===== config.mk =====
export PLATFORM = sky130hd
export DESIGN_NAME = binned_memory_reader_flat
export DESIGN_NICKNAME = d
export VERILOG_FILES = /design/src/rtl/binned_memory_reader_if.sv /design/src/rtl/binned_memory_reader.sv /design/src/flat_wrapper.sv
export SDC_FILE = /design/constraint.sdc
export NUM_CORES = 1
export LEC_CHECK = 0
export ABC_AREA = 1
export BUFFER_PORTS_ARGS = -buffer_cell sky130_fd_sc_hd__buf_2
export CAP_MARGIN = 20
export CORE_MARGIN = 2
export CORE_UTILIZATION = 50
export DETAILED_ROUTE_END_ITERATION = 8
export HOLD_SLACK_MARGIN = 0.1
export PLACE_DENSITY = 0.7
export REMOVE_ABC_BUFFERS = 1
export SYNTH_ARGS = -nofsm -noshare
export SYNTH_HDL_FRONTEND = slang
export SYNTH_SLANG_ARGS = --single-unit

===== constraint.sdc =====
create_clock -name clkb -period 4.5 [get_ports clkb]
set_input_delay 0.45 -clock clkb [delete_from_list [all_inputs] [get_ports clkb]]
set_output_delay 0.45 -clock clkb [all_outputs]
set_load 0.01 [all_outputs]

===== src/rtl/binned_memory_reader_if.sv =====
// ---------------------------------------------------------------------------
// binned_memory_reader_if
//   Bus bundle between the binned memory reader, the binned stub memory read
//   port and the downstream stream consumer.
//
//   Memory read port : addrb, enb, regceb (reader -> memory), doutb (memory ->
//                      reader).
//   Output stream    : dout, dout_bin, dout_slot, dout_valid (reader ->
//                      consumer), dout_ready (consumer -> reader).
//
//   master : the reader side.
//   slave  : the memory plus downstream consumer side.
// ---------------------------------------------------------------------------
interface binned_memory_reader_if #(
  parameter int RAM_WIDTH  = 14,
  parameter int AW         = 9,
  parameter int BW         = 3,
  parameter int NENT_WIDTH = 4
);
  // Memory read port
  logic [AW-1:0]         addrb;
  logic                  enb;
  logic                  regceb;
  logic [RAM_WIDTH-1:0]  doutb;

  // Output stream
  logic [RAM_WIDTH-1:0]  dout;
  logic [BW-1:0]         dout_bin;
  logic [NENT_WIDTH-1:0] dout_slot;
  logic                  dout_valid;
  logic                  dout_ready;

  modport master (
    output addrb, enb, regceb,
    input  doutb,
    output dout, dout_bin, dout_slot, dout_valid,
    input  dout_ready
  );

  modport slave (
    input  addrb, enb, regceb,
    output doutb,
    input  dout, dout_bin, dout_slot, dout_valid,
    output dout_ready
  );
endinterface


===== src/rtl/binned_memory_reader.sv =====
// ---------------------------------------------------------------------------
// binned_memory_reader
//   Read-side sequencer for the paged, binned stub memory. A start pulse
//   latches one page number and its per-bin entry counts; the sequencer then
//   walks bins 0..NBINS-1 and, inside each bin, slots 0..nent-1, issuing at
//   most one read per cycle. Returned words are re-tagged with their bin/slot
//   and delivered as a valid/ready stream through a small skid FIFO.
//
// Ports
//   clkb     in   clock (memory read clock)
//   rstb     in   synchronous active-high reset
//   start    in   single-cycle request to read one page
//   page_i   in   page number, sampled with start
//   nent_i   in   NBINS packed entry counts, bin k at [k*NENT_WIDTH +: NENT_WIDTH]
//   bus      -    master side of binned_memory_reader_if (memory read port
//                 and output stream)
//   busy     out  high from the cycle after an accepted start until done
//   done     out  single-cycle pulse once the page is fully delivered
//
// FIFO_DEPTH must be at least L+1, where L is the memory read latency.
// ---------------------------------------------------------------------------
module binned_memory_reader #(
  parameter int    RAM_WIDTH       = 14,
  parameter int    NPAGES          = 4,
  parameter int    NBINS           = 8,
  parameter int    NENT_WIDTH      = 4,
  parameter string RAM_PERFORMANCE = "HIGH_PERFORMANCE",
  parameter int    FIFO_DEPTH      = 4,
  localparam int   PW              = $clog2(NPAGES),
  localparam int   BW              = $clog2(NBINS)
) (
  input  logic                        clkb,
  input  logic                        rstb,
  input  logic                        start,
  input  logic [PW-1:0]               page_i,
  input  logic [NBINS*NENT_WIDTH-1:0] nent_i,
  binned_memory_reader_if.master      bus,
  output logic                        busy,
  output logic                        done
);

  // Read latency of the memory: the output register adds one cycle.
  localparam int L    = (RAM_PERFORMANCE == "LOW_LATENCY") ? 1 : 2;
  localparam int FCW  = $clog2(FIFO_DEPTH + 1);
  localparam int CW   = FCW + 1;
  localparam int PTRW = (FIFO_DEPTH > 1) ? $clog2(FIFO_DEPTH) : 1;

  typedef enum logic [1:0] {
    IDLE,
    SCAN,
    DRAIN
  } state_e;

  // Tag travelling alongside a read while the memory works on it.
  typedef struct packed {
    logic                  valid;
    logic [BW-1:0]         bin;
    logic [NENT_WIDTH-1:0] slot;
  } tag_t;

  typedef struct packed {
    logic [RAM_WIDTH-1:0]  data;
    logic [BW-1:0]         bin;
    logic [NENT_WIDTH-1:0] slot;
  } entry_t;

  state_e                state_q;
  logic [PW-1:0]         page_q;
  logic [NENT_WIDTH-1:0] nent_q [NBINS];
  logic [BW-1:0]         bin_q;
  logic [NENT_WIDTH-1:0] slot_q;
  logic                  busy_q;
  logic                  done_q;

  tag_t                  pipe_q [L];

  entry_t                fifo_mem_q [FIFO_DEPTH];
  logic [PTRW-1:0]       wr_ptr_q;
  logic [PTRW-1:0]       rd_ptr_q;
  logic [FCW-1:0]        fifo_cnt_q;
  logic [FCW-1:0]        fifo_cnt_d;

  logic [CW-1:0]         inflight;
  logic [NENT_WIDTH-1:0] cur_nent;
  logic                  credit;
  logic                  rd_en;
  logic                  slot_last;
  logic                  bin_step;
  logic                  push;
  logic                  pop;
  logic                  drain_done;
  entry_t                head;

  function automatic logic [PTRW-1:0] ptr_inc(input logic [PTRW-1:0] p);
    return (p == PTRW'(FIFO_DEPTH - 1)) ? '0 : p + 1'b1;
  endfunction

  // -------------------------------------------------------------------------
  // Scan decisions
  // -------------------------------------------------------------------------
  // NOTE: every variable assigned in always_comb gets a default before any
  // conditional logic, otherwise synthesis infers a latch.
  always_comb begin
    inflight = '0;
    for (int k = 0; k < L; k++) begin
      inflight = inflight + CW'(pipe_q[k].valid);
    end
  end

  assign cur_nent  = nent_q[bin_q];

  // Reads on the port, in the memory and in the FIFO never exceed the FIFO
  // depth, so backpressure can never overflow the FIFO.
  assign credit    = ({1'b0, fifo_cnt_q} + inflight) < CW'(FIFO_DEPTH);
  assign rd_en     = (state_q == SCAN) && (cur_nent != '0) && credit;
  assign slot_last = (slot_q == cur_nent - 1'b1);

  // Empty bins are stepped over one per cycle; a non-empty bin is left
  // after its last slot has been read.
  assign bin_step  = (state_q == SCAN) && ((cur_nent == '0) || (credit && slot_last));

  // -------------------------------------------------------------------------
  // FIFO control
  // -------------------------------------------------------------------------
  assign push = pipe_q[L-1].valid;
  assign pop  = (fifo_cnt_q != '0) && bus.dout_ready;

  always_comb begin
    fifo_cnt_d = fifo_cnt_q;
    unique case ({push, pop})
      2'b10:   fifo_cnt_d = fifo_cnt_q + FCW'(1);
      2'b01:   fifo_cnt_d = fifo_cnt_q - FCW'(1);
      default: fifo_cnt_d = fifo_cnt_q;
    endcase
  end

  // Done may be scheduled while the last word is being popped this cycle.
  assign drain_done = (state_q == DRAIN) && (inflight == '0) &&
                      ((fifo_cnt_q == '0) || ((fifo_cnt_q == FCW'(1)) && pop));

  // -------------------------------------------------------------------------
  // Sequencer, read-tag pipe and FIFO pointers
  // -------------------------------------------------------------------------
  // NOTE: sequential state uses non-blocking assignments only, so every
  // register samples the values from before the clock edge.
  always_ff @(posedge clkb) begin
    if (rstb) begin
      state_q    <= IDLE;
      page_q     <= '0;
      bin_q      <= '0;
      slot_q     <= '0;
      busy_q     <= 1'b0;
      done_q     <= 1'b0;
      wr_ptr_q   <= '0;
      rd_ptr_q   <= '0;
      fifo_cnt_q <= '0;
      for (int k = 0; k < NBINS; k++) nent_q[k] <= '0;
      for (int k = 0; k < L; k++)     pipe_q[k] <= '0;
    end else begin
      done_q <= 1'b0;

      pipe_q[0] <= tag_t'{valid: rd_en, bin: bin_q, slot: slot_q};
      for (int k = 1; k < L; k++) pipe_q[k] <= pipe_q[k-1];

      if (push) wr_ptr_q <= ptr_inc(wr_ptr_q);
      if (pop)  rd_ptr_q <= ptr_inc(rd_ptr_q);
      fifo_cnt_q <= fifo_cnt_d;

      unique case (state_q)
        IDLE: begin
          // A start coinciding with the done pulse belongs to the old run.
          if (start && !done_q) begin
            page_q  <= page_i;
            bin_q   <= '0;
            slot_q  <= '0;
            busy_q  <= 1'b1;
            state_q <= SCAN;
            for (int k = 0; k < NBINS; k++) begin
              nent_q[k] <= nent_i[k*NENT_WIDTH +: NENT_WIDTH];
            end
          end
        end

        SCAN: begin
          if (rd_en) slot_q <= slot_last ? '0 : slot_q + 1'b1;
          if (bin_step) begin
            if (bin_q == BW'(NBINS - 1)) state_q <= DRAIN;
            else                         bin_q   <= bin_q + 1'b1;
          end
        end

        DRAIN: begin
          if (drain_done) begin
            done_q  <= 1'b1;
            busy_q  <= 1'b0;
            state_q <= IDLE;
          end
        end

        default: state_q <= IDLE;
      endcase
    end
  end

  // NOTE: FIFO storage is deliberately left out of reset; the occupancy
  // count is reset and the output is gated by it, so stale entries are never
  // observed.
  always_ff @(posedge clkb) begin
    if (push) begin
      fifo_mem_q[wr_ptr_q] <= entry_t'{data: bus.doutb,
                                       bin:  pipe_q[L-1].bin,
                                       slot: pipe_q[L-1].slot};
    end
  end

  // -------------------------------------------------------------------------
  // Outputs
  // -------------------------------------------------------------------------
  assign head           = fifo_mem_q[rd_ptr_q];

  assign bus.addrb      = {page_q, bin_q, slot_q};
  assign bus.enb        = rd_en;
  assign bus.regceb     = 1'b1;

  assign bus.dout_valid = (fifo_cnt_q != '0);
  assign bus.dout       = bus.dout_valid ? head.data : '0;
  assign bus.dout_bin   = bus.dout_valid ? head.bin  : '0;
  assign bus.dout_slot  = bus.dout_valid ? head.slot : '0;

  assign busy           = busy_q;
  assign done           = done_q;

endmodule


===== src/flat_wrapper.sv =====
// flat-port wrapper written by rule: the top's interface ports become plain ports
module binned_memory_reader_flat 
#(
  parameter int    RAM_WIDTH       = 14,
  parameter int    NPAGES          = 4,
  parameter int    NBINS           = 8,
  parameter int    NENT_WIDTH      = 4,
  parameter string RAM_PERFORMANCE = "                ",
  parameter int    FIFO_DEPTH      = 4,
  localparam int   PW              = $clog2(NPAGES),
  localparam int   BW              = $clog2(NBINS)
)
  (clkb, rstb, start, page_i, nent_i, busy, done, bus_addrb, bus_enb, bus_regceb, bus_doutb, bus_dout, bus_dout_bin, bus_dout_slot, bus_dout_valid, bus_dout_ready);
  binned_memory_reader_if #(.RAM_WIDTH(RAM_WIDTH), .NENT_WIDTH(NENT_WIDTH)) bus_i ();
  input  logic clkb;
  input  logic rstb;
  input  logic start;
  input  logic [PW-1:0] page_i;
  input  logic [NBINS*NENT_WIDTH-1:0] nent_i;
  output logic busy;
  output logic done;
  output wire logic [$bits(bus_i.addrb)-1:0] bus_addrb;
  output wire logic [$bits(bus_i.enb)-1:0] bus_enb;
  output wire logic [$bits(bus_i.regceb)-1:0] bus_regceb;
  input wire logic [$bits(bus_i.doutb)-1:0] bus_doutb;
  output wire logic [$bits(bus_i.dout)-1:0] bus_dout;
  output wire logic [$bits(bus_i.dout_bin)-1:0] bus_dout_bin;
  output wire logic [$bits(bus_i.dout_slot)-1:0] bus_dout_slot;
  output wire logic [$bits(bus_i.dout_valid)-1:0] bus_dout_valid;
  input wire logic [$bits(bus_i.dout_ready)-1:0] bus_dout_ready;
  assign bus_addrb = bus_i.addrb;
  assign bus_enb = bus_i.enb;
  assign bus_regceb = bus_i.regceb;
  assign bus_i.doutb = bus_doutb;
  assign bus_dout = bus_i.dout;
  assign bus_dout_bin = bus_i.dout_bin;
  assign bus_dout_slot = bus_i.dout_slot;
  assign bus_dout_valid = bus_i.dout_valid;
  assign bus_i.dout_ready = bus_dout_ready;
  binned_memory_reader #(.RAM_WIDTH(RAM_WIDTH), .NPAGES(NPAGES), .NBINS(NBINS), .NENT_WIDTH(NENT_WIDTH), .RAM_PERFORMANCE(RAM_PERFORMANCE), .FIFO_DEPTH(FIFO_DEPTH)) u_core (.clkb(clkb), .rstb(rstb), .start(start), .page_i(page_i), .nent_i(nent_i), .bus(bus_i), .busy(busy), .done(done));
endmodule

Yosys cells after proc, flatten, opt, wreduce, memory -nomap -nowiden
Memories as Yosys holds them, arrays and structs flattened. A register that Yosys moved wholly into a read port is not among the register bits.
Index checks and enable logic that the tools add are counted.

cells by class
  $add $sub $neg = 9
  $mul = 0
  div/mod/pow operators = 0
  magnitude comparators = 1
  equal/unequal tests = 15
  shift-type cells = 0
  muxes and demuxes = 46
  bitwise operators = 11
  reductions and logical operators = 27

operator list
  kind                                                                     number
  4-bit 2-to-1 mux                                                         12
  3-bit 2-to-1 mux                                                         6
  2-bit 2-to-1 mux                                                         8
  8-bit 2-to-1 mux                                                         2
  14-bit 2-to-1 mux                                                        1
  1-bit 2-to-1 mux                                                         12
  3-bit case mux with 2 select lines                                       2
  1-bit OR                                                                 10
  1-bit logical AND                                                        9
  2-bit == test, second input constant                                     4
  4-bit logical NOT                                                        2
  2-bit by 1-bit inequality test with 1-bit output, second input constant  4
  4-bit case mux with 2 select lines                                       1
  4-bit AND reduction                                                      2
  3-bit by 1-bit adder with 3-bit output, second input constant            2
  2-bit case mux with 3 select lines                                       1
  3-bit AND reduction                                                      2
  2-bit nonzero test                                                       3
  2-bit by 1-bit adder with 2-bit output, second input constant            2
  3-bit by 4-bit adder with 4-bit output                                   1
  4-bit by 1-bit adder with 4-bit output, second input constant            1
  2-bit by 1-bit == test with 1-bit output, second input constant          2
  4-bit == test                                                            1
  4-bit by 3-bit < comparator with 1-bit output, second input constant     1
  other kinds (16)                                                         18

word-level totals
  bits in registers = 20
  latch bits = 0
  bits in writable memories = 132
  bits in read-only memories = 0
  input port bits = 52
  output and inout bits = 35
  logic and storage cells = 121
  memories = 3

memories
  memory             words  width  rd ports  clocked after memory_dff  write ports  RTL line                    RTL
  u_core.fifo_mem_q  4      21     1         1                         1            binned_memory_reader.sv:77  entry_t fifo_mem_q [FIFO_DEPTH];
  u_core.nent_q      8      4      1         1                         8            binned_memory_reader.sv:69  logic [NENT_WIDTH-1:0] nent_q [NBINS];
  u_core.pipe_q      2      8      2         0                         2            binned_memory_reader.sv:75  tag_t pipe_q [L];

Longest topological paths before layout
Gate-level depths: netlist of the first run.
An unclocked memory read counts as a cell.

  word-level depth = 11
  depth in mapped cells = 19

Worst setup path before layout of the first run
No wires, ideal clock.

  path kind = input to register
  start = in start
  end = mem u_core.nent_q[0][0] (enable)
  setup time = 0.478 ns
  arrival = 1.602 ns
  required time = 4.022 ns
  path slack = 2.421 ns
  cell stages on the path = 4
  cells stage by stage = a211oi_1 -> nor3_2 -> inv_1 -> nand2_1

RTL lines
  element             RTL line                    RTL
  start: declaration  flat_wrapper.sv:17          input logic start;
  end: declaration    binned_memory_reader.sv:69

==> results of run 1 <==
cells in the mapped netlist:
library cell,number,area [µm²]
edfxtp_1,116,3480
buf_6,2,22.5
nand2_2,16,100
nand4_2,1,12.5
a21oi_1,36,180
nand2_1,57,214
nor2_2,2,12.5
dfxtp_1,41,821
nor2_1,143,537
ha_1,18,225
a211oi_1,1,7.51
buf_2,1,5.00
buf_12,1,20.0
nor3_2,1,10.0
a311o_1,1,10.0
nand3b_1,1,7.51
nand3_2,10,100
inv_2,2,7.51
o211a_1,1,10.0
nor2_4,1,11.3
inv_6,1,8.76
nand3_1,23,115
xor2_1,5,43.8
conb_1,1,3.75
nand4_1,4,25.0
buf_4,1,7.51
nor3_1,2,10.0
o21ai_0,51,255
o21ai_1,5,25.0
nand2_4,4,45.0
inv_1,95,357
clkbuf_1,22,82.6
sequential cells by signal (all words and copies together) (netlist names), named ones only:
signal             count
u_core.fifo_mem_q     84
u_core.nent_q         32
u_core.pipe_q         16
u_core.slot_q          4
u_core.bin_q           3
u_core.fifo_cnt_q      3
u_core.page_q          2
u_core.rd_ptr_q        2
u_core.state_q         2
u_core.wr_ptr_q        2
u_core.busy            1
u_core.done            1
critical path, cell delays in order, from the launching register on:
cell and delay (ns):
dfxtp_1 0.76, inv_6 0.16, nand2_1 0.10, nand2_1 0.05
nand2_1 0.06, nand3_2 0.10, nand2_4 0.11, ha_1 0.15
nand2_1 0.05, o21ai_1 0.14, inv_2 0.07, nand2_2 0.10
inv_1 0.07, buf_2 0.14
path summary, 6_finish.rpt:
path	startpoint	end	slack (ns)	cells past startpoint
max	flip-flop	bus_enb	1.58	13
min	bus_doutb[0]	u_core.fifo_mem_q[0][7]	0.23	1
max reg2reg	flip-flop	u_core.bin_q[0]	1.93	14
min reg2reg	u_core.pipe_q[0][3]	u_core.pipe_q[0][11]	0.38	2
kinds of logic (layout without fill, tap and decap cells):
| group | count (synthesis) | in the layout | share of synthesized area, % |
|---|---|---|---|
| xor gates and xnor gates | 5 | 5 | 0.646 |
| adders and majority gates | 18 | 18 | 3.32 |
| DFF | 157 | 157 | 63.5 |
| other | 1 | 1 | 0.0553 |
| AOI/OAI and AO/OA | 95 | 95 | 7.20 |
| buffers and inverters | 125 | 219 | 7.53 |
| and+or+nand+nor | 265 | 265 | 17.7 |
layer usage:
metal  routed length (µm)  track usage, %  up-vias  part of all wire, %
li1                     -               -     2328                    -
met1                 5290            20.1     2146                   41
met2                 6700            33.8      129                   52
met3                  760            5.57       10                  5.9
met4                  116            7.05        0                 0.90
met5                    0               0        -                    0
where the power goes:
group          switching [W]  internal [W]  leakage [nW]
clock network       0.000529      0.000838         0.277
registers          0.0000707       0.00168          1.45
logic               0.000789      0.000404          1.66
total                0.00139       0.00292          3.39
cell type report:
type                       count  area (µm²)  share of cell area (%)
sequential                   157        4300                    54.6
clock inverter                 5        56.3                   0.714
inverter                      98         373                    4.73
timing repair buffer          89         455                    5.78
clock buffer                  27         514                    6.52
multi-input combinational    384        1960                    24.9
tap                          176         220                    2.79
through the flow:
step | std cells | worst slack (ns) | util [%] | instance area [µm²] | hold slack [ns]
4_1_cts | 936 | 1.53 | 59.6 | 7890 | 0.224
3_3_place_gp | 904 | 1.97 | 55.2 | 7320 | 0.390
5_1_grt | 936 | 1.34 | 59.6 | 7890 | 0.227
2_1_floorplan | 639 | 2.10 | - | 6640 | 0.388
6_report | 936 | 1.58 | 59.6 | 7890 | 0.232
3_5_place_dp | 904 | 1.93 | 55.2 | 7320 | 0.395
==> impl_metrics.env, run 1 <==
export IMPL_drtAntennaViolNets=0
export IMPL_synth_warning_count=0
export IMPL_cts_sinks=157
export IMPL_setup_worst_path_class="reg -> out"
export IMPL_min_period_ns=2.92
export IMPL_detail_route_first_pass_iterations=5
export IMPL_drtIter0Drc=300
export IMPL_most_common_layout_cells="nor2_1 (142), edfxtp_1 (116), inv_1 (95)"
export IMPL_design_die_area_um2=14500
export IMPL_route_detailed_wl_per_inst_um=13.8
export IMPL_antenna_cells=0
export IMPL_hold_violations=0
export IMPL_critical_path_startpoint_type="flip-flop"
export IMPL_status="finished clean"
export IMPL_detail_route_vias_per_cell=4.93
export IMPL_final_layout_size_suffix_gt1_share_pct=20.3
export IMPL_vias=4613
export IMPL_timing_setup_tns_ns=0
export IMPL_placement_io_buffers=85
export IMPL_rsz0062_at_grt="false"
export IMPL_routabilityCongestion=0.837
export IMPL_cts_tree="built"
export IMPL_layout_cells_most_common="nor2_1"
export IMPL_tritoncts_num_buffers=17
export IMPL_boundaryPins=87
export IMPL_synth_ff_latch_count=157
export IMPL_initial_utilization_pct=51.2
export IMPL_avgSynthCellArea_um2=10.2
export IMPL_postCtsHoldBufs=0
export IMPL_totalWireLength_mm=12.9
export IMPL_floorplan_die_height_um=120
export IMPL_measured_slew_at_the_worst_slew_check_pin_ns=1.03
export IMPL_first_global_vias=4493
export IMPL_cts_htree_levels=4
export IMPL_worst_endpoint_arrival_ns=2.47
export IMPL_peak_supply_drop_mv=0.280
export IMPL_cellLeakagePower_nw=3.39
export IMPL_path_clk_slew_ns=0.06
export IMPL_hpwl_mm=8.07
export IMPL_synth_seq_area_share_pct=63.5
export IMPL_maxClockFrequency_mhz=342
export IMPL_holdCritPathClass="in -> reg"
export IMPL_cts_post_setup_buffers_inserted=0
export IMPL_maxSlewHeadroom_pct=31.2
export IMPL_grt_first_pass_wirelength_mm=20.7
export IMPL_syn_area_um2=6780
export IMPL_worst_path_max_fanout=19
export IMPL_power_total_w=0.00431
export IMPL_filler_cell_count=1126
export IMPL_overall_fraction_of_global_route_tracks_in_use_pct=18.5
export IMPL_critical_path_endpoint_category="output port"
export IMPL_clock_insertion_delay_worst_skew_ns=0.43
export IMPL_grt_start_max_net_pins=44
export IMPL_clock_path_buffers=2
export IMPL_dieWidth_um=120
export IMPL_clk_tree_root_cell="clkbuf_16"
export IMPL_initial_antenna_violation_count=0
export IMPL_synth_cell_type_count=32
export IMPL_max_cap_viol_count=0
export IMPL_final_max_slew_violation_count=0
export IMPL_setup_viol=0
export IMPL_timing_final_crit_share_pct=64.9
export IMPL_area_delta_synth_final_pct=16.4
export IMPL_overflow=0
export IMPL_synthCells=666
export IMPL_worst_setup_skew_after_layout_ns=0.0227
export IMPL_final_net_count=817
export IMPL_core_footprint_um2=13200
export IMPL_worst_endpoint_required_ns=4.05
export IMPL_post_cts_resized=0
export IMPL_p_per_area_nw_per_um2=546
export IMPL_rows=42
export IMPL_drc_errors=0
(Power assumes the default switching activity.)
==> run 2, diff against run 1 <==
Clock period 4.5 ns to 2.8 ns, I/O delays scaled along.
==> impl_metrics.env, run 2 (synthesized netlist as in run 1, its figures left out) <==
export IMPL_cts_htree_levels=4
export IMPL_placedInstanceArea_um2=7370
export IMPL_final_cell_area_um2=8180
export IMPL_worst_endpoint_required_ns=2.52
export IMPL_drtAntennaViolNets=0
export IMPL_switching_share_pct=32.1
export IMPL_cts_post_setup_buffers_inserted=0
export IMPL_overall_fraction_of_global_route_tracks_in_use_pct=19.4
export IMPL_floorplan_die_height_um=120
export IMPL_power_frac_comb_pct=27.6
export IMPL_final_max_slew_violation_count=0
export IMPL_most_common_layout_cells="nor2_1 (142), edfxtp_1 (116), inv_1 (95)"
export IMPL_grt_start_max_net_pins=43
export IMPL_design_die_area_um2=14500
export IMPL_relative_contribution_of_sequential_cells_to_total_power_pct=39.0
export IMPL_largest_reg_flops=84
export IMPL_timing_final_crit_share_pct=88.6
export IMPL_drc_errors=0
export IMPL_hpwl_mm=8.20
export IMPL_final_layout_size_suffix_gt1_share_pct=21.2
export IMPL_overflow=0
export IMPL_p_per_area_nw_per_um2=881
export IMPL_setup_viol=0
export IMPL_final_net_count=841
export IMPL_peak_supply_drop_mv=0.461
export IMPL_worst_setup_skew_after_layout_ns=0.00614
export IMPL_core_footprint_um2=13200
export IMPL_grt_first_pass_wirelength_mm=21.5
export IMPL_maxSlewHeadroom_pct=43.3
export IMPL_tritoncts_num_buffers=17
export IMPL_internal_power_w=0.00489
export IMPL_maxClockFrequency_mhz=403
export IMPL_rows=42
export IMPL_area_delta_synth_final_pct=20.7
export IMPL_initial_utilization_pct=51.2
export IMPL_setup_worst_path_class="reg -> out"
export IMPL_holdCritPathClass="in -> reg"
export IMPL_critical_path_endpoint_category="output port"
export IMPL_detail_route_first_pass_iterations=4
export IMPL_detail_route_vias_per_cell=4.89
export IMPL_critical_path_startpoint_type="flip-flop"
export IMPL_dieWidth_um=120
export IMPL_vias=4695
export IMPL_clock_insertion_delay_worst_skew_ns=0.43
export IMPL_top_register="u_core.fifo_mem_q"
export IMPL_boundaryPins=87
export IMPL_share_clk_of_total_power_pct=33.4
export IMPL_placement_io_buffers=85
export IMPL_totalWireLength_mm=13.3
export IMPL_route_detailed_wl_per_inst_um=13.9
export IMPL_timing_setup_tns_ns=0
export IMPL_min_period_ns=2.48
export IMPL_path_clk_slew_ns=0.06
export IMPL_clock_path_buffers=2
export IMPL_worst_path_max_fanout=14
export IMPL_antenna_cells=0
export IMPL_drtIter0Drc=263
export IMPL_max_cap_viol_count=0
export IMPL_cts_tree="built"
export IMPL_layout_cells_most_common="nor2_1"
export IMPL_worst_endpoint_arrival_ns=2.20
export IMPL_measured_slew_at_the_worst_slew_check_pin_ns=0.848
export IMPL_layout_top_registers="u_core.fifo_mem_q x84, u_core.nent_q x32, u_core.pipe_q x16"
export IMPL_power_total_w=0.00720
export IMPL_status="finished clean"
export IMPL_filler_cell_count=1071
export IMPL_first_global_vias=4642
export IMPL_total_switching_power_w=0.00231
export IMPL_cts_sinks=157
export IMPL_rsz0062_at_grt="false"
export IMPL_initial_antenna_violation_count=0
export IMPL_cellLeakagePower_nw=3.52
export IMPL_clk_tree_root_cell="clkbuf_16"
export IMPL_hold_violations=0
export IMPL_routabilityCongestion=0.795
[run 2: cell types whose count changed in the layout (fill, tap and decap cells not counted), sizes merged]
cell / before / now
bufinv: 1 / 4
inv: 99 / 101
buf: 89 / 97
clkinv: 2 / 5
dlygate4sd3: 0 / 16
clkinvlp: 1 / 2
clkbuf: 27 / 18
[run 2: cell type report]
class	instances	area, µm²	area share, %
clock buffers	18	429	5.25
clock inverters	14	191	2.34
inverters	98	373	4.56
multi-input cells	384	1960	24.0
flip-flops and latches	157	4310	52.6
well taps	176	220	2.69
repair buffers	113	696	8.51
[run 2: power groups by stage]
stage	Sequential (W)	Clock (W)	Combinational, W
floorplan	0.00291	0	0.00117
global placement	0.00285	0	0.00187
global route	0.00283	0.00254	0.00223
detailed placement	0.00285	0	0.00193
finish	0.00281	0.00241	0.00199
CTS	0.00281	0.00244	0.00197
[run 2: worst paths after layout]
path	start	to	slack, ns	cells after the start
setup reg to reg	flip-flop	flip-flop	0.51	14
hold / removal	nent_i[26]	u_core.nent_q[6][2]	0.13	3
setup / recovery	flip-flop	bus_enb	0.32	12
hold reg to reg	u_core.pipe_q[0][3]	u_core.pipe_q[0][11]	0.40	2
[run 2: worst max-delay path, cell delays in order (launching register included)]
cell	delay (ns)
dfxtp_2	0.49
inv_6	0.12
nand2_1	0.11
nand3_1	0.10
nand3_2	0.12
nand2_4	0.08
ha_1	0.21
nand2_1	0.06
o21ai_1	0.06
inv_2	0.11
nand2_2	0.09
inv_1	0.09
buf_2	0.13
[run 2: timing repair]
action | in CTS | in global routing
setup endpoints to repair | 0 | 1
endpoints found under the hold margin | 58 | 0
resized for setup | 0 | 1
hold buffers | 16 | 0
[run 2: metrics by stage]
step	hold WS (ns)	worst slack, ns	util, %	cells
global route	0.141	0.162	61.8	960
CTS	0.115	0.0940	61.5	959
detailed placement	0.394	0.425	55.6	911
finish	0.127	0.318	61.8	960
floorplan	0.349	0.395	-	639
global placement	0.390	0.499	55.6	911
[run 2: layer usage]
metal / global-route usage [%] / share of wire [%]
met4: 9.23 / 2.3
met2: 35.2 / 52
met1: 20.9 / 40
met3: 5.24 / 5.9
met5: 0 / 0
